[config.mk]
export PLATFORM = sky130hd
export DESIGN_NAME = gfx_mem_arbiter
export DESIGN_NICKNAME = d
export VERILOG_FILES = /design/src/rtl/gfx_mem_arbiter.sv
export SDC_FILE = /design/constraint.sdc
export NUM_CORES = 1
export LEC_CHECK = 0
export ABC_AREA = 0
export ABC_CLOCK_PERIOD_IN_PS = 6400
export BUFFER_PORTS_ARGS = -buffer_cell sky130_fd_sc_hd__buf_4
export CAP_MARGIN = 5
export CORE_AREA = 4 4 112 114
export DETAILED_ROUTE_END_ITERATION = 6
export DIE_AREA = 0 0 116 118
export PLACE_DENSITY = 0.69
export SYNTH_ARGS = -nofsm -noshare
export SYNTH_HDL_FRONTEND = slang
export SYNTH_SLANG_ARGS = --single-unit
[constraint.sdc]
create_clock -name clk -period 6.4 [get_ports clk]
set_input_delay 1.28 -clock clk [delete_from_list [all_inputs] [get_ports clk]]
set_output_delay 1.28 -clock clk [all_outputs]
set_load 0.01 [all_outputs]
[src/rtl/gfx_mem_arbiter.sv]
`timescale 1ns/1ps
`default_nettype none
// ============================================================================
// Module : gfx_mem_arbiter
// Brief  : Round-robin, hold-while-rts arbiter for fill_rect/draw_line/blit
//          onto one graphics-memory port, with tagged read-return broadcast.
// Rev    : 1.0  initial release
// ============================================================================
module gfx_mem_arbiter #(
    parameter int NUM_REQ   = 3,
    parameter int MAX_BURST = 64,
    parameter int RD_DEPTH  = 4
) (
    input  logic                   clk,
    input  logic                   rst_,
    input  logic [NUM_REQ-1:0]     req_rts,
    output logic [NUM_REQ-1:0]     req_rtr,
    input  logic [NUM_REQ-1:0]     req_op,
    input  logic [4*NUM_REQ-1:0]   req_wben,
    input  logic [16*NUM_REQ-1:0]  req_addr,
    input  logic [32*NUM_REQ-1:0]  req_data,
    output logic                   mem_rts,
    input  logic                   mem_rtr,
    output logic                   mem_op,
    output logic [3:0]             mem_wben,
    output logic [15:0]            mem_addr,
    output logic [31:0]            mem_data,
    input  logic                   mem_rd_valid,
    input  logic [31:0]            mem_rd_data,
    output logic                   bcast_xfc,
    output logic [31:0]            bcast_data,
    output logic [1:0]             bcast_id,
    output logic                   rd_err
);

    localparam int CW = (MAX_BURST > 0) ? $clog2(MAX_BURST + 1) : 1;
    localparam int AW = (RD_DEPTH > 1) ? $clog2(RD_DEPTH) : 1;

    typedef enum logic [0:0] {
        S_IDLE  = 1'b0,
        S_GRANT = 1'b1
    } state_t;

    state_t                r_state, w_state_nxt;
    logic [1:0]            r_gnt, r_last, w_gnt_nxt, w_pick;
    logic [CW-1:0]         r_burst_cnt;
    logic [1:0]            r_fifo [RD_DEPTH];
    logic [AW-1:0]         r_wr_ptr, r_rd_ptr;
    logic [AW:0]           r_fifo_cnt;
    logic                  r_rd_err;

    logic                  w_grant, w_rts_g, w_op_g, w_others, w_full, w_empty;
    logic                  w_rd_block, w_forced, w_release, w_rtr_g, w_xfc;
    logic                  w_push, w_pop, w_rd_valid, w_cnt_sat;
    logic [NUM_REQ-1:0]    w_gnt_1h;

    assign w_grant    = (r_state == S_GRANT);
    assign w_rts_g    = req_rts[r_gnt];
    assign w_op_g     = req_op[r_gnt];
    assign w_gnt_1h   = NUM_REQ'(1) << r_gnt;
    assign w_others   = |(req_rts & ~w_gnt_1h);
    assign w_full     = (r_fifo_cnt == (AW+1)'(RD_DEPTH));
    assign w_empty    = (r_fifo_cnt == '0);
    assign w_cnt_sat  = (MAX_BURST != 0) && (r_burst_cnt == CW'(MAX_BURST));

    assign w_rd_block = w_grant & w_op_g & w_full;
    assign w_forced   = w_cnt_sat & w_others;
    assign w_release  = w_grant & (~w_rts_g | w_forced);
    assign w_rtr_g    = w_grant & mem_rtr & ~w_rd_block & ~w_release;
    assign w_xfc      = w_rtr_g & w_rts_g;
    assign w_push     = w_xfc & w_op_g;

    // Read-return path is gated by reset so the broadcast bus is quiet in reset.
    assign w_rd_valid = mem_rd_valid & rst_;
    assign w_pop      = w_rd_valid & ~w_empty;

    assign req_rtr    = w_rtr_g ? w_gnt_1h : '0;
    assign mem_rts    = w_grant & w_rts_g & ~w_rd_block;
    assign mem_op     = w_grant ? w_op_g : 1'b0;
    assign mem_wben   = w_grant ? req_wben[4*r_gnt +: 4]   : 4'h0;
    assign mem_addr   = w_grant ? req_addr[16*r_gnt +: 16] : 16'h0;
    assign mem_data   = w_grant ? req_data[32*r_gnt +: 32] : 32'h0;

    assign bcast_xfc  = w_rd_valid;
    assign bcast_data = w_rd_valid ? mem_rd_data : 32'h0;
    assign bcast_id   = w_pop ? r_fifo[r_rd_ptr] : 2'b00;
    assign rd_err     = r_rd_err;

    // Lowest k wins: scan last+1, last+2, last+3 (mod NUM_REQ).
    always_comb begin
        w_pick = r_last;
        for (int k = NUM_REQ; k >= 1; k--) begin
            if (req_rts[(int'(r_last) + k) % NUM_REQ]) begin
                w_pick = 2'((int'(r_last) + k) % NUM_REQ);
            end
        end
    end

    always_comb begin
        w_state_nxt = r_state;
        w_gnt_nxt   = r_gnt;
        case (r_state)
            S_IDLE: begin
                if (|req_rts) begin
                    w_state_nxt = S_GRANT;
                    w_gnt_nxt   = w_pick;
                end
            end
            S_GRANT: begin
                if (w_release) begin
                    w_state_nxt = S_IDLE;
                end
            end
            default: w_state_nxt = S_IDLE;
        endcase
    end

    always_ff @(posedge clk or negedge rst_) begin
        if (!rst_) begin
            r_state     <= S_IDLE;
            r_gnt       <= 2'd0;
            r_last      <= 2'd2;
            r_burst_cnt <= '0;
        end else begin
            r_state <= w_state_nxt;
            r_gnt   <= w_gnt_nxt;
            if (w_release) begin
                r_last      <= r_gnt;
                r_burst_cnt <= '0;
            end else if (w_xfc && !w_cnt_sat) begin
                r_burst_cnt <= r_burst_cnt + CW'(1);
            end
        end
    end

    always_ff @(posedge clk or negedge rst_) begin
        if (!rst_) begin
            r_wr_ptr   <= '0;
            r_rd_ptr   <= '0;
            r_fifo_cnt <= '0;
            r_rd_err   <= 1'b0;
        end else begin
            if (w_push) r_wr_ptr <= r_wr_ptr + AW'(1);
            if (w_pop)  r_rd_ptr <= r_rd_ptr + AW'(1);
            if (w_push && !w_pop)      r_fifo_cnt <= r_fifo_cnt + (AW+1)'(1);
            else if (w_pop && !w_push) r_fifo_cnt <= r_fifo_cnt - (AW+1)'(1);
            if (w_rd_valid && w_empty) r_rd_err <= 1'b1;
        end
    end

    always_ff @(posedge clk) begin
        if (w_push) r_fifo[r_wr_ptr] <= r_gnt;
    end

endmodule
`default_nettype wire

======== Yosys cells after proc, flatten, opt, wreduce, memory -nomap -nowiden ========
Memories as Yosys holds them, arrays and structs flattened.
Index checks and enable logic that the tools add are counted.
operators by class
  add/subtract/negate cells ............... 8
  divide/modulo/power cells ............... 3
  magnitude comparators ................... 4
  eq/ne operators ......................... 2
  shift-type cells ........................ 4
  mux-type cells .......................... 32
  bitwise gates (word level) .............. 21
  reductions and logical operators ........ 13
operators by type and width
  kind                                                                           count
  32-bit by 4-bit less-than comparator with 1-bit output, second input constant  3
  32-bit by 3-bit remainder unit with 32-bit output, second input constant       3
  96-bit by 8-bit variable part select with 32-bit output                        1
  32-bit 2-to-1 mux                                                              2
  48-bit by 7-bit variable part select with 16-bit output                        1
  16-bit 2-to-1 mux                                                              1
  7-bit 2-to-1 mux                                                               2
  1-bit bitwise AND                                                              13
  1-bit 2-to-1 mux                                                               13
  12-bit by 5-bit variable part select with 4-bit output                         1
  1-bit binary-select mux with 2-bit select                                      5
  3-bit 2-to-1 mux                                                               3
  2-bit 2-to-1 mux                                                               4
  7-bit by 1-bit adder with 7-bit output, second input constant                  1
  7-bit equality test, second input constant                                     1
  2-bit by 2-bit adder with 3-bit output, second input constant                  2
  3-bit OR reduction                                                             2
  1-bit inverter                                                                 5
  2-bit by 1-bit adder with 2-bit output, second input constant                  2
  1-bit logical AND                                                              4
  4-bit 2-to-1 mux                                                               1
  2-bit nonzero test                                                             2
  2-bit by 1-bit adder with 3-bit output, second input constant                  1
  3-bit by 1-bit adder with 3-bit output, second input constant                  1
  11 further kinds                                                               13
storage, ports and cells
  bits in registers ....................... 20
  RAM bits ................................ 8
  input bits .............................. 198
  output and inout port bits .............. 93
  logic and storage cells ................. 96
  memories kept ........................... 1
memory list
  memory  words  width  read ports  clocked after Yosys merged registers in  wr ports  line  source
  r_fifo  4      2      1           0                                        1         47    logic [1:0] r_fifo [RD_DEPTH];

======== Longest topological paths before layout ========
  depth in word-level cells ............... 15
  mapped depth ............................ 13
  mapped depth without buffers ............ 12

======== Worst setup path before layout ========
No wires, ideal clock.
  kind .................................... input to output
  start ................................... in req_rts[2]
  end ..................................... out req_rtr[0]
  arrival time ............................ 2.687 ns
  required time ........................... 5.120 ns
  slack ................................... 2.433 ns
  cell stages on the path ................. 7
  buffers on the path ..................... 2
  cell sequence ........................... buf_2 nor2_1 o311ai_1 and3_1 buf_6 or3_1 nor3_1
between the ends
  longest elaborated chain between the ends .. 8
  elaborated cells between the ends (all ways) .. 11
  those cells by class .................... mux (3); bitwise (7); reduce/logical (1)
ends and longest elaborated chain
  what                                                                                   line    source
  start: declaration                                                                     16      input logic [NUM_REQ-1:0] req_rts,
  1-bit binary-select mux with 2-bit select / 3-bit bitwise AND (equally long branches)  58, 61
  1-bit 2-to-1 mux (not written as such) / 3-bit OR reduction (equally long branches)    58, 61
  1-bit inverter / 1-bit bitwise AND (equally long branches)                             68, 67
  1-bit bitwise OR (*)                                                                   68      assign w_release = w_grant & (~w_rts_g | w_forced);
  1-bit bitwise AND (*)                                                                  68
  1-bit inverter (*)                                                                     69      assign w_rtr_g = w_grant & mem_rtr & ~w_rd_block & ~w_release;
  1-bit bitwise AND (*)                                                                  69
  3-bit 2-to-1 mux (*)                                                                   77      assign req_rtr = w_rtr_g ? w_gnt_1h : '0;
  end: declaration                                                                       17      output logic [NUM_REQ-1:0] req_rtr,
Every way passes the cells marked *; elsewhere a longest branch is shown, timed or not. The select of a mux whose other input is x is not followed.

======== Worst setup path after layout ========
  start ................................... in req_rts[1]
  end ..................................... out req_rtr[0]
Same word-level chain as after synthesis.

==> metrics.yaml <==
status: "finished, final reports clean"
num_vias: 4300
drv_slew: 0
netlist.area_leader.share_pct: 16.33
syn2layout_area_growth_pct: 70.52
grt_first_pass_wirelength_um: 22400
placed_cells: 850
crit_path_start_kind: "primary input"
clk_path_buf_depth: 2
htree_num_levels: 1
cp.arrival_ns: 2.96
ios: 291
clk_pin_slew_ns: 0.07
syn-instance-count: 450
place_congestion: 0.8824
dp_hpwl_um: 12160
insertion_delay_ns: 0.26
final_util_pct: 49.44
die-area_mm2: 0.01369
mostFrequentLayoutCell: "buf_4"
timing.fmax_ghz: 0.2361
tns_ns: 0
drt_iter0_markers: 181
port_buffers: 290
irDropWorstVdd_uv: 228.2
crit_type: "in2out"
cts_root_buf: "clkbuf_16"
drtPass1Iterations: 5
ff2ff_path_depth: 10
hold_depth: 1
cp_top_family: "simple AND/OR/NAND/NOR gates"
cap_violations: 0
cts_made_buffers: 3
stdcell_count: 854
path_buf_inv: 2
finalWorstSetupSlack_ns: 2.165
grt_pass1_vias: 4327
dieHeight_um: 118
path_depth: 7
worst_setup_path_end_kind: "output port"
antenna_found_initial: 0
dp_slack_ns: 2.220
wl_um: 14840
finalPower_w: 0.001970
power_density_mw_per_mm2: 349.0
synth_ff_type: "dfrtp_1"
yosys.area.top_type: "mux2i_1"
setup_violations: 0
wl_per_cell_um: 17.38
yosys-top-cells-area: "mux2i_1, dfrtp_1, nor2_1"
fin_worst_skew_ns: 0.001796
nets: 920
cts.sinks: 28
path_max_fanout: 8
netlist_area_mm2: 0.003311
rows: 39
critPathSlowestCell: "or3_1"
diodes: 0
synth-seq-cells: 28
leakage_nw: 2.930
synth_edf_count: 8
cpPeakStageDelay_ns: 0.50
seq_area_frac_synth_pct: 22.41
layout_common_cells: "buf_4, nor2_1, a21oi_1, mux2i_1, and3_1"
syn_area_per_cell_um2: 7.357
cts_tree: "done"
cts_setup_buffers: 0
rsz0062_at_grt: "no"
synth.yosys.warnings: 0
synth_cell_type_count: 54
min_period_ns: 4.235
worst_ep_required_time_ns: 5.12
cp_cell_sequence: "buf_4, nor2b_1, o311ai_1, and3_1, or3_1, nor3_1, buf_4"
hp-class: "reg2reg"
overflow: 0
grt_start_max_net_pins: 63
drive_gt1_share_pct: 43.88
maxSlewHeadroom_pct: 21.74
tightest_slew_ns: 1.171
drc: 0
core_mm2: 0.01142
ctsResizeCount: 0
route.antenna.remaining_nets: 0
async_reset_ff_share_pct: 71.43
cpMostUsedCell: "buf_4"
fp.dieW_um: 116
layout_worst_path_cycle_share_pct: 66.18
synthesis.nets: 658
hold_buffers: 0
initial_core_util_pct: 28.99
grt_util_all_layers_pct: 20.27
routed_via_density: 5.035
finalHoldViolCount: 0
[report_power, final]
group	switching [W]	internal (W)	leakage, nW
clock	0.0000603	0.000125	0.0511
sequential	0.0000718	0.000245	0.318
combinational	0.000807	0.000661	2.56
[metrics by stage]
step / area, um^2 / hold WS [ns]
6_report: 5645 / 0.4637
5_1_grt: 5645 / 0.4808
4_1_cts: 5645 / 0.4671
3_5_place_dp: 5540 / 0.4510
3_3_place_gp: 5540 / 0.4439
2_1_floorplan: 3311 / 0.4641
[sequential cells by signal, summed over array words and instances (netlist names)]
register and flops:
r_rd_ptr 2, r_state 1, r_burst_cnt 7, rd_err 1
r_last 2, r_fifo_cnt 3, r_wr_ptr 2, r_gnt 2
r_fifo 8
[worst paths after layout]
kind	startpoint	to	slack, ns
worst max register to register	r_gnt[0]	r_fifo_cnt[2]	3.23
worst min register to register	rd_err	rd_err	0.46
worst min-delay path	rd_err	rd_err	0.46
min in group asynchronous	rst_	r_rd_ptr[1]	0.96
max in group asynchronous	rst_	r_gnt[1]	5.07
worst max-delay path	req_rts[1]	req_rtr[0]	2.16
[cells by family (layout without fill, tap and decap cells)]
family,count (synthesis),count (layout),share of synthesized area (%)
AO/OA/AOI/OAI,95,95,17.27
XOR/XNOR,7,7,1.852
adder cells (fa/ha/maj),10,10,4.006
buffers and inverters,49,310,6.236
flip-flops,28,28,22.41
multiplexers,60,60,19.27
AND/OR/NAND/NOR,201,201,28.95
[routing by layer]
metal | vias to the layer above | global-route usage [%] | share of wire, %
met4 | 0 | 5.874 | 3.2
met3 | 28 | 6.170 | 11
li1 | 2089 | - | -
met1 | 1943 | 20.09 | 32
met2 | 240 | 39.35 | 54
met5 | - | 0 | 0
[area by class of cell]
class                      count  area, um^2
clock buffer                   3       75.07
clock inverter                 1       30.03
fill                        1113        5773
inverter                      14       52.55
multi-input combinational    373        2370
sequential                    28       747.0
tap                          143       178.9
timing repair buffer         292        2192
[cells in the mapped netlist (2+ instances only)]
library cell	count
mux2i_1	54
a211oi_1	2
xor2_1	3
xnor2_1	4
mux2_4	2
a2111oi_0	2
nand2b_1	2
clkbuf_1	26
mux2_2	2
inv_1	14
and3_1	34
and2_1	8
buf_1	3
nand3_1	3
a21oi_1	59
edfxtp_1	8
nor3_1	9
mux4_2	2
nand2_1	10
dfrtp_1	19
buf_2	3
a21o_1	2
a211o_1	2
nor3b_1	2
a221o_1	2
nor2b_1	5
buf_6	2
ha_1	9
nor2_1	121
o311ai_1	2
o21ai_0	11
Note: power is estimated with default switching activity, not from simulation.
